## src/rtl/pipeline_run_controller.sv

```systemverilog
// pipeline_run_controller: run/step/halt PC-enable sequencer with halt drain; optional cycle counter under PIPELINE_RUN_CONTROLLER_CYCLE_COUNT_EN
module pipeline_run_controller #(
   parameter int DATA_WIDTH = 32,
   parameter int STEP_WIDTH = 16,
   parameter int CNT_WIDTH = 32,
   parameter int DRAIN_CYCLES = 4,
   parameter logic [DATA_WIDTH-1:0] HALT_INSTR = 32'hFFFF_FFFF
) (
   input logic clk,
   input logic reset,
   input logic cmd_valid,
   output logic cmd_ready,
   input logic [1:0] cmd_op,
   input logic [STEP_WIDTH-1:0] cmd_arg,
   input logic [DATA_WIDTH-1:0] pc_instr_in,
   output logic pc_enable_out,
   output logic busy,
   output logic done,
   output logic halted,
   output logic [CNT_WIDTH-1:0] cycle_count
);
   localparam int DW = $clog2(DRAIN_CYCLES + 1);
   localparam logic [2:0] IDLE = 3'd0, RUN = 3'd1, STEP = 3'd2, DRAIN = 3'd3, DONE = 3'd4;
   localparam logic [1:0] OP_RUN = 2'b01, OP_STEP = 2'b10, OP_ABORT = 2'b11;
   logic [2:0] state;
   logic [STEP_WIDTH-1:0] step_cnt;
   logic [DW-1:0] drain_cnt;
   logic halt_hit, accept, running;
   assign halt_hit = pc_instr_in == HALT_INSTR;
   assign running = state == RUN || state == STEP;
   assign pc_enable_out = running & ~halt_hit;
   assign cmd_ready = state == IDLE || running;
   assign accept = cmd_valid & cmd_ready;
   assign busy = running || state == DRAIN;
   assign halted = state == DONE;
   // sequencer: abort beats halt, halt beats step completion; drain then sticky DONE
   always_ff @(posedge clk or posedge reset) begin
      if (reset) begin
         state <= IDLE;
         step_cnt <= '0;
         drain_cnt <= '0;
         done <= 1'b0;
      end else begin
         done <= 1'b0;
         case (state)
            IDLE: begin
               if (accept && cmd_op == OP_RUN) state <= RUN;
               else if (accept && cmd_op == OP_STEP) begin
                  state <= STEP;
                  step_cnt <= cmd_arg == '0 ? STEP_WIDTH'(1) : cmd_arg;
               end
            end
            RUN, STEP: begin
               if (accept && cmd_op == OP_ABORT) state <= IDLE;
               else if (halt_hit) begin
                  state <= DRAIN;
                  drain_cnt <= DW'(DRAIN_CYCLES);
               end else if (state == STEP) begin
                  step_cnt <= step_cnt - 1'b1;
                  if (step_cnt == STEP_WIDTH'(1)) begin
                     state <= IDLE;
                     done <= 1'b1;
                  end
               end
            end
            DRAIN: begin
               drain_cnt <= drain_cnt - 1'b1;
               if (drain_cnt == DW'(1)) begin
                  state <= DONE;
                  done <= 1'b1;
               end
            end
            default: ;
         endcase
      end
   end
`ifdef PIPELINE_RUN_CONTROLLER_CYCLE_COUNT_EN
   // saturating count of PC-enabled cycles
   always_ff @(posedge clk or posedge reset) begin
      if (reset) cycle_count <= '0;
      else if (pc_enable_out && cycle_count != '1) cycle_count <= cycle_count + 1'b1;
   end
`else
   assign cycle_count = '0;
`endif
endmodule

```

## config.mk

```make
export PLATFORM = sky130hd
export DESIGN_NAME = pipeline_run_controller
export DESIGN_NICKNAME = d
export VERILOG_FILES = /design/src/rtl/pipeline_run_controller.sv
export SDC_FILE = /design/constraint.sdc
export NUM_CORES = 1
export LEC_CHECK = 0
export CAP_MARGIN = 20
export CORE_AREA = 8 8 76 78
export CTS_CLUSTER_SIZE = 25
export DETAILED_ROUTE_END_ITERATION = 10
export DIE_AREA = 0 0 84 86
export GPL_TIMING_DRIVEN = 0
export PLACE_DENSITY = 0.91
export SLEW_MARGIN = 10
export SYNTH_ARGS = -nofsm -noshare
export SYNTH_HDL_FRONTEND = slang
export SYNTH_SLANG_ARGS = --single-unit
export TNS_END_PERCENT = 50
```

## constraint.sdc

```tcl
create_clock -name clk -period 5.3 [get_ports clk]
set_clock_uncertainty 0.15 [all_clocks]
set_input_delay 1.325 -clock clk [delete_from_list [all_inputs] [get_ports clk]]
set_output_delay 1.325 -clock clk [all_outputs]
set_load 0.01 [all_outputs]
```

==> results of run 1 <==
[per-stage QoR]
stage	hold WS, ns	setup WS [ns]
2_1_floorplan	0.329	1.58
3_3_place_gp	0.351	0.466
3_5_place_dp	0.366	0.425
4_1_cts	0.397	0.423
5_1_grt	0.419	0.333
6_report	0.395	0.425
[cells by family after synthesis]
logic type	count (synthesis)	share of synthesized area [%]
AND/OR/NAND/NOR	81	24.3
AO/OA/AOI/OAI	72	24.5
buffers and inverters	57	18.0
flip-flops	23	28.5
adder cells (fa/ha/maj)	4	2.48
multiplexers	3	1.61
other	1	0.186
XOR/XNOR	1	0.434
[layout make-up]
type                    instances  area share (%)
repair buffers                 57            20.2
clock buffers                   4            1.60
multi-input cells             193            42.5
inverters                      12            1.60
well taps                      54            2.40
flip-flops and latches         23            20.4
plain buffers                  45            11.3
[state kept, by name (all words and copies together) (netlist names)]
register   flops
step_cnt      16
drain_cnt      3
done           1
state          3
[power groups by stage]
stage / combinational (mW) / sequential, mW / clock, mW
2_1_floorplan: 0.427 / 0.317 / 0
3_3_place_gp: 0.580 / 0.330 / 0
3_5_place_dp: 0.600 / 0.334 / 0
4_1_cts: 0.603 / 0.331 / 0.112
5_1_grt: 0.674 / 0.345 / 0.120
6_report: 0.614 / 0.333 / 0.111
[routing by layer]
| metal | up-vias | track usage (%) | share of wire (%) | wire length (um) |
|---|---|---|---|---|
| li1 | 1032 | - | - | - |
| met1 | 990 | 17.0 | 37 | 2220 |
| met2 | 156 | 27.9 | 48 | 2830 |
| met3 | 20 | 5.59 | 13 | 753 |
| met4 | 0 | 5.81 | 2.5 | 149 |
| met5 | - | 0 | 0 | 0 |
[critical path, cell delays in order]
cell	delay, ns
clkdlybuf4s50_1	0.47
nand4_1	0.11
nor4_2	0.61
and2_1	0.30
nor2_1	0.08
clkdlybuf4s50_1	0.50
[placed cells by master, fill, tap and decap left out, drive strengths merged, types with 2 or more instances in the layout]
| master | instances |
|---|---|
| clkdlybuf4s50 | 57 |
| buf | 42 |
| conb | 32 |
| dfrtp | 23 |
| o21ai | 17 |
| nand4 | 13 |
| nand2 | 13 |
| inv | 12 |
| nor2 | 11 |
| a21oi | 10 |
| nor3 | 10 |
| nor4 | 10 |
| nand3 | 9 |
| a22oi | 8 |
| o2bb2ai | 7 |
| clkbuf | 7 |
| a21o | 5 |
| o22ai | 5 |
| and2 | 4 |
| a31oi | 4 |
| ha | 4 |
| nand2b | 3 |
| o221ai | 3 |
| o211ai | 3 |
| or4 | 3 |
| a41oi | 2 |
| mux2 | 2 |
| a2bb2oi | 2 |
[worst paths after layout]
kind                                              start                       end  slack (ns)  cells past startpoint
worst max-delay path                    pc_instr_in[10]             pc_enable_out        0.42                      6
worst min-delay path            step_cnt[1]$_DFFE_PP0P_   step_cnt[1]$_DFFE_PP0P_        0.40                      1
worst max register to register  step_cnt[0]$_DFFE_PP0P_  step_cnt[14]$_DFFE_PP0P_        2.93                      8
worst min register to register  step_cnt[1]$_DFFE_PP0P_   step_cnt[1]$_DFFE_PP0P_        0.40                      1
max in group asynchronous                         reset  step_cnt[10]$_DFFE_PP0P_        3.04                      2
min in group asynchronous                         reset      state[2]$_DFFE_PP0P_        1.41                      2
==> flow_metrics.tcl, run 1 <==
set metrics [dict create \
    power.density_nw_per_um2 375 \
    synth_top_cell_by_area "dfrtp_1" \
    via_per_inst 5.66 \
    multiInputGateArea_um2 1200 \
    area_growth_pct 39.6 \
    wl_per_cell_um 15.4 \
    synth_cell_types 51 \
    cp.arrival_ns 3.40 \
    synth_area_um2 2020 \
    die_h_um 86 \
    post_cts_resized 0 \
    ys.flop_type "dfrtp_1" \
    slew_viol_final 0 \
    n_fill_cell 400 \
    required_ns 3.83 \
    swShare_pct 44.5 \
    power_frac_comb_pct 58.0 \
    rows 25 \
    cts_tree "done" \
    stdcell_count 388 \
    coreArea_um2 4600 \
    ys_ff_latch 23 \
    leakage_nw 1.23 \
    htreeDepth 1 \
    clkTransAtPathRegs_ns 0.09 \
    grt_pass1_wl_um 9820 \
    placedCellCount 384 \
    cap_violations 0 \
    peakVddDrop_v 0.000148 \
    yosysWarnings 0 \
    grt_antenna_before_repair 0 \
    diodes 0 \
    synth_edf_count 0 \
    numCtsBuffers 3 \
    placed_area_um2 2780 \
    fin_crit_ns 4.88 \
    clk_latency_ns 0.26 \
    rsz0062_at_grt "no" \
    seq_area_frac_synth_pct 28.5 \
    final_nets 392 \
    synthTopCellsByArea "dfrtp_1 (28%), buf_4 (12%), nand4_1 (4.0%)" \
    io_pins 90 \
    avgSynthCellArea_um2 8.35 \
    outcome "finished, final reports clean" \
    cts-root-buf "clkbuf_8" \
    drt_iter0_markers 368 \
    dieWidth_um 84 \
    ctsHoldBuffers 0 \
    synthArstFlopShare_pct 100 \
    switchingPower_mw 0.471 \
    hold_class "reg2reg" \
    syn_inst 242 \
    period_share_pct 92.0 \
    fmax_mhz 205 \
    route.vias.total 2198 \
    critPathLaunchType "primary input" \
    final_area_um2 2820 \
    grt_overflow 0 \
    wl_um 5960 \
    postRouteAntennaNets 0 \
    grt_usage_pct 15.8 \
    clockBufferDepth 2 \
    internal_power_mw 0.587 \
    pwr-share-seq_pct 31.5 \
    dr.pass1.iters 5 \
    grt_max_degree 24 \
    synth_top_area_share_pct 28.5 \
    layout-drive-gt1-share_pct 16.8 \
    relSlewSlack_pct 39.9 \
    post_cts_buffers 0 \
    p_clk_share_pct 10.5 \
    numPortBuffers 57 \
    place_hpwl_um 4760 \
    die_area_um2 7220 \
    synth_commonest_cells "buf_4 (32), dfrtp_1 (23), nand4_1 (13)" \
    crit_fanout 6 \
    gp_congestion 0.898 \
    finish.utilization_pct 61.3 \
    final.setup.tns_ns 0 \
    hold_viol_final 0 \
    worstSetupPathType "in2out" \
    cts_sinks 23 \
    worst_pin_slew_ns 0.900 \
    setup_violations 0 \
    regArea_um2 576 \
    drc_errors 0 \
    yosysMostFrequentCell "buf_4" \
    initial_core_util_pct 43.9 \
    grt_pass1_vias 2192 \
    p_total_mw 1.06 \
    end_kind "output port" \
]
No activity file was read; power rests on OpenSTA's default activity.
==> run 2: changes to the inputs <==
==> constraint.sdc (replaced) <==
create_clock -name clk -period 5.3 [get_ports clk]
set_clock_uncertainty 0.15 [all_clocks]
set_input_delay 1.06 -clock clk [delete_from_list [all_inputs] [get_ports clk]]
set_output_delay 1.06 -clock clk [all_outputs]
set_load 0.01 [all_outputs]
==> results of run 2 <==
Same layout as run 1 (identical final DEF). Status: finished, final reports clean.
Main changes from that run: setup slack after placement 0.425 ns -> 0.955 ns; setup slack after layout 0.425 ns -> 0.955 ns
==> run 3: changes to the inputs <==
Settings changed: CORE_AREA 8 8 76 78 to 8 8 79 81, DIE_AREA 0 0 84 86 to 0 0 87 89, PLACE_DENSITY 0.91 to 0.85.
Clock period 5.3 ns to 4.5 ns, I/O delays scaled along.
==> run 3 against run 2 <==
Against the previous run: cell area rose by 0.71%; total power rose by 18%; worst hold slack got worse by 0.0074 ns; critical path type unchanged; largest cell class unchanged; highest routed layer unchanged.
==> flow_metrics.tcl, run 3 (synthesis gave the netlist of run 1 again) <==
set metrics [dict create \
    rows 26 \
    die_area_um2 7740 \
    peakVddDrop_v 0.000185 \
    cp.arrival_ns 3.00 \
    leakage_nw 1.23 \
    layout-drive-gt1-share_pct 16.8 \
    grt_antenna_before_repair 0 \
    htreeDepth 1 \
    top_register "step_cnt" \
    startpoint "pc_instr_in[15]" \
    grt_usage_pct 16.1 \
    outcome "finished, final reports clean" \
    numPortBuffers 57 \
    rsz0062_at_grt "no" \
    clockBufferDepth 2 \
    worst_pin_slew_ns 0.917 \
    drc_errors 0 \
    place_hpwl_um 4710 \
    crit_fanout 6 \
    post_cts_buffers 0 \
    n_fill_cell 441 \
    clkTransAtPathRegs_ns 0.08 \
    period_share_pct 89.9 \
    wl_per_cell_um 14.9 \
    cp_slowest_stage_delay_ns 0.64 \
    hold_viol_final 0 \
    placed_area_um2 2800 \
    setup_violations 0 \
    finish.utilization_pct 57.1 \
    path_common_cell "clkdlybuf4s50_1" \
    drt_iter0_markers 355 \
    layout_commonest_cell "clkdlybuf4s50_1" \
    grt_pass1_wl_um 10000 \
    final.setup.tns_ns 0 \
    final_cell_mix "clkdlybuf4s50_1 (57), buf_4 (32), conb_1 (32), dfrtp_1 (23), nand4_1 (13)" \
    worstSetupPathType "in2out" \
    slew_viol_final 0 \
    final_nets 392 \
    relSlewSlack_pct 38.8 \
    crit_slowest_cell "nor4_2" \
    gp_congestion 0.895 \
    final_area_um2 2840 \
    initial_core_util_pct 40.6 \
    postRouteAntennaNets 0 \
    route.vias.total 2190 \
    critPathLaunchType "primary input" \
    wl_um 6040 \
    grt_overflow 0 \
    hold_class "reg2reg" \
    largest_reg_flops 16 \
    area_growth_pct 40.6 \
    r2r_start "step_cnt[0]$_DFFE_PP0P_" \
    io_pins 90 \
    cap_violations 0 \
    cts_tree "done" \
    dr.pass1.iters 5 \
    cts_sinks 23 \
    ctsHoldBuffers 0 \
    cts-root-buf "clkbuf_8" \
    holdCritStartpoint "step_cnt[3]$_DFFE_PP0P_" \
    post_cts_resized 0 \
    fmax_mhz 247 \
    via_per_inst 5.42 \
    end_kind "output port" \
    power.density_nw_per_um2 440 \
    dieWidth_um 87 \
    numCtsBuffers 3 \
    worstPathCellList "clkdlybuf4s50_1 > nand4_1 > nor4_2 > and2_1 > nor2_1 > clkdlybuf4s50_1" \
    diodes 0 \
    fin_crit_ns 4.05 \
    grt_pass1_vias 2198 \
    coreArea_um2 4980 \
    die_h_um 89 \
    largestRegisters "step_cnt: 16 flops, drain_cnt: 3 flops, state: 3 flops" \
    grt_max_degree 24 \
    clk_latency_ns 0.27 \
    required_ns 3.45 \
]
-- run 3: cell counts in the layout (fill, tap and decap cells not counted) --
No cell type changed its count.
-- run 3: report_power, final --
group,internal [mW],switching (mW),leakage [nW],total [mW]
registers,0.298,0.0976,0.270,0.396
logic,0.328,0.390,0.936,0.718
clock network,0.0635,0.0721,0.0228,0.136
total,0.690,0.560,1.23,1.25
-- run 3: worst paths after layout --
kind	to	slack, ns	cells past startpoint
setup / recovery	pc_enable_out	0.45	6
hold / removal	step_cnt[3]$_DFFE_PP0P_	0.39	1
setup reg to reg	step_cnt[14]$_DFFE_PP0P_	2.19	8
hold reg to reg	step_cnt[3]$_DFFE_PP0P_	0.39	1
max in group asynchronous	drain_cnt[1]$_DFFE_PP0P_	2.67	2
min in group asynchronous	state[0]$_DFFE_PP0P_	0.97	2
-- run 3: per-stage QoR --
stage / power [mW] / cells / hold WS (ns) / setup slack (ns)
final: 1.25 / 404 / 0.388 / 0.453
after CTS: 1.23 / 404 / 0.390 / 0.478
after global routing: 1.35 / 404 / 0.411 / 0.299
after global placement: 1.08 / 400 / 0.354 / 0.516
after detailed placement: 1.10 / 400 / 0.369 / 0.485
after floorplan: 0.876 / 273 / 0.329 / 1.63
-- run 3: per-layer routing --
metal  track usage [%]  part of all wire, %  vias up
met5                 0                    0        -
met4              7.04                  1.8        0
met3              5.88                   11       11
met2              26.2                   45      132
met1              18.7                   42     1013
li1                  -                    -     1034
-- run 3: cell type report --
class / count / area, um^2 / share of cell area (%)
buffer: 45 / 319 / 11.2
clock buffer: 4 / 45.0 / 1.59
inverter: 12 / 45.0 / 1.59
multi-input combinational: 193 / 1200 / 42.2
sequential: 23 / 576 / 20.3
tap: 70 / 87.6 / 3.08
timing repair buffer: 57 / 571 / 20.1
-- run 3: critical path: cells and delay by family --
| family | cells | cell delay, ns |
|---|---|---|
| AND/OR/NAND/NOR | 4 | 1.14 |
| buffers and inverters | 2 | 0.96 |
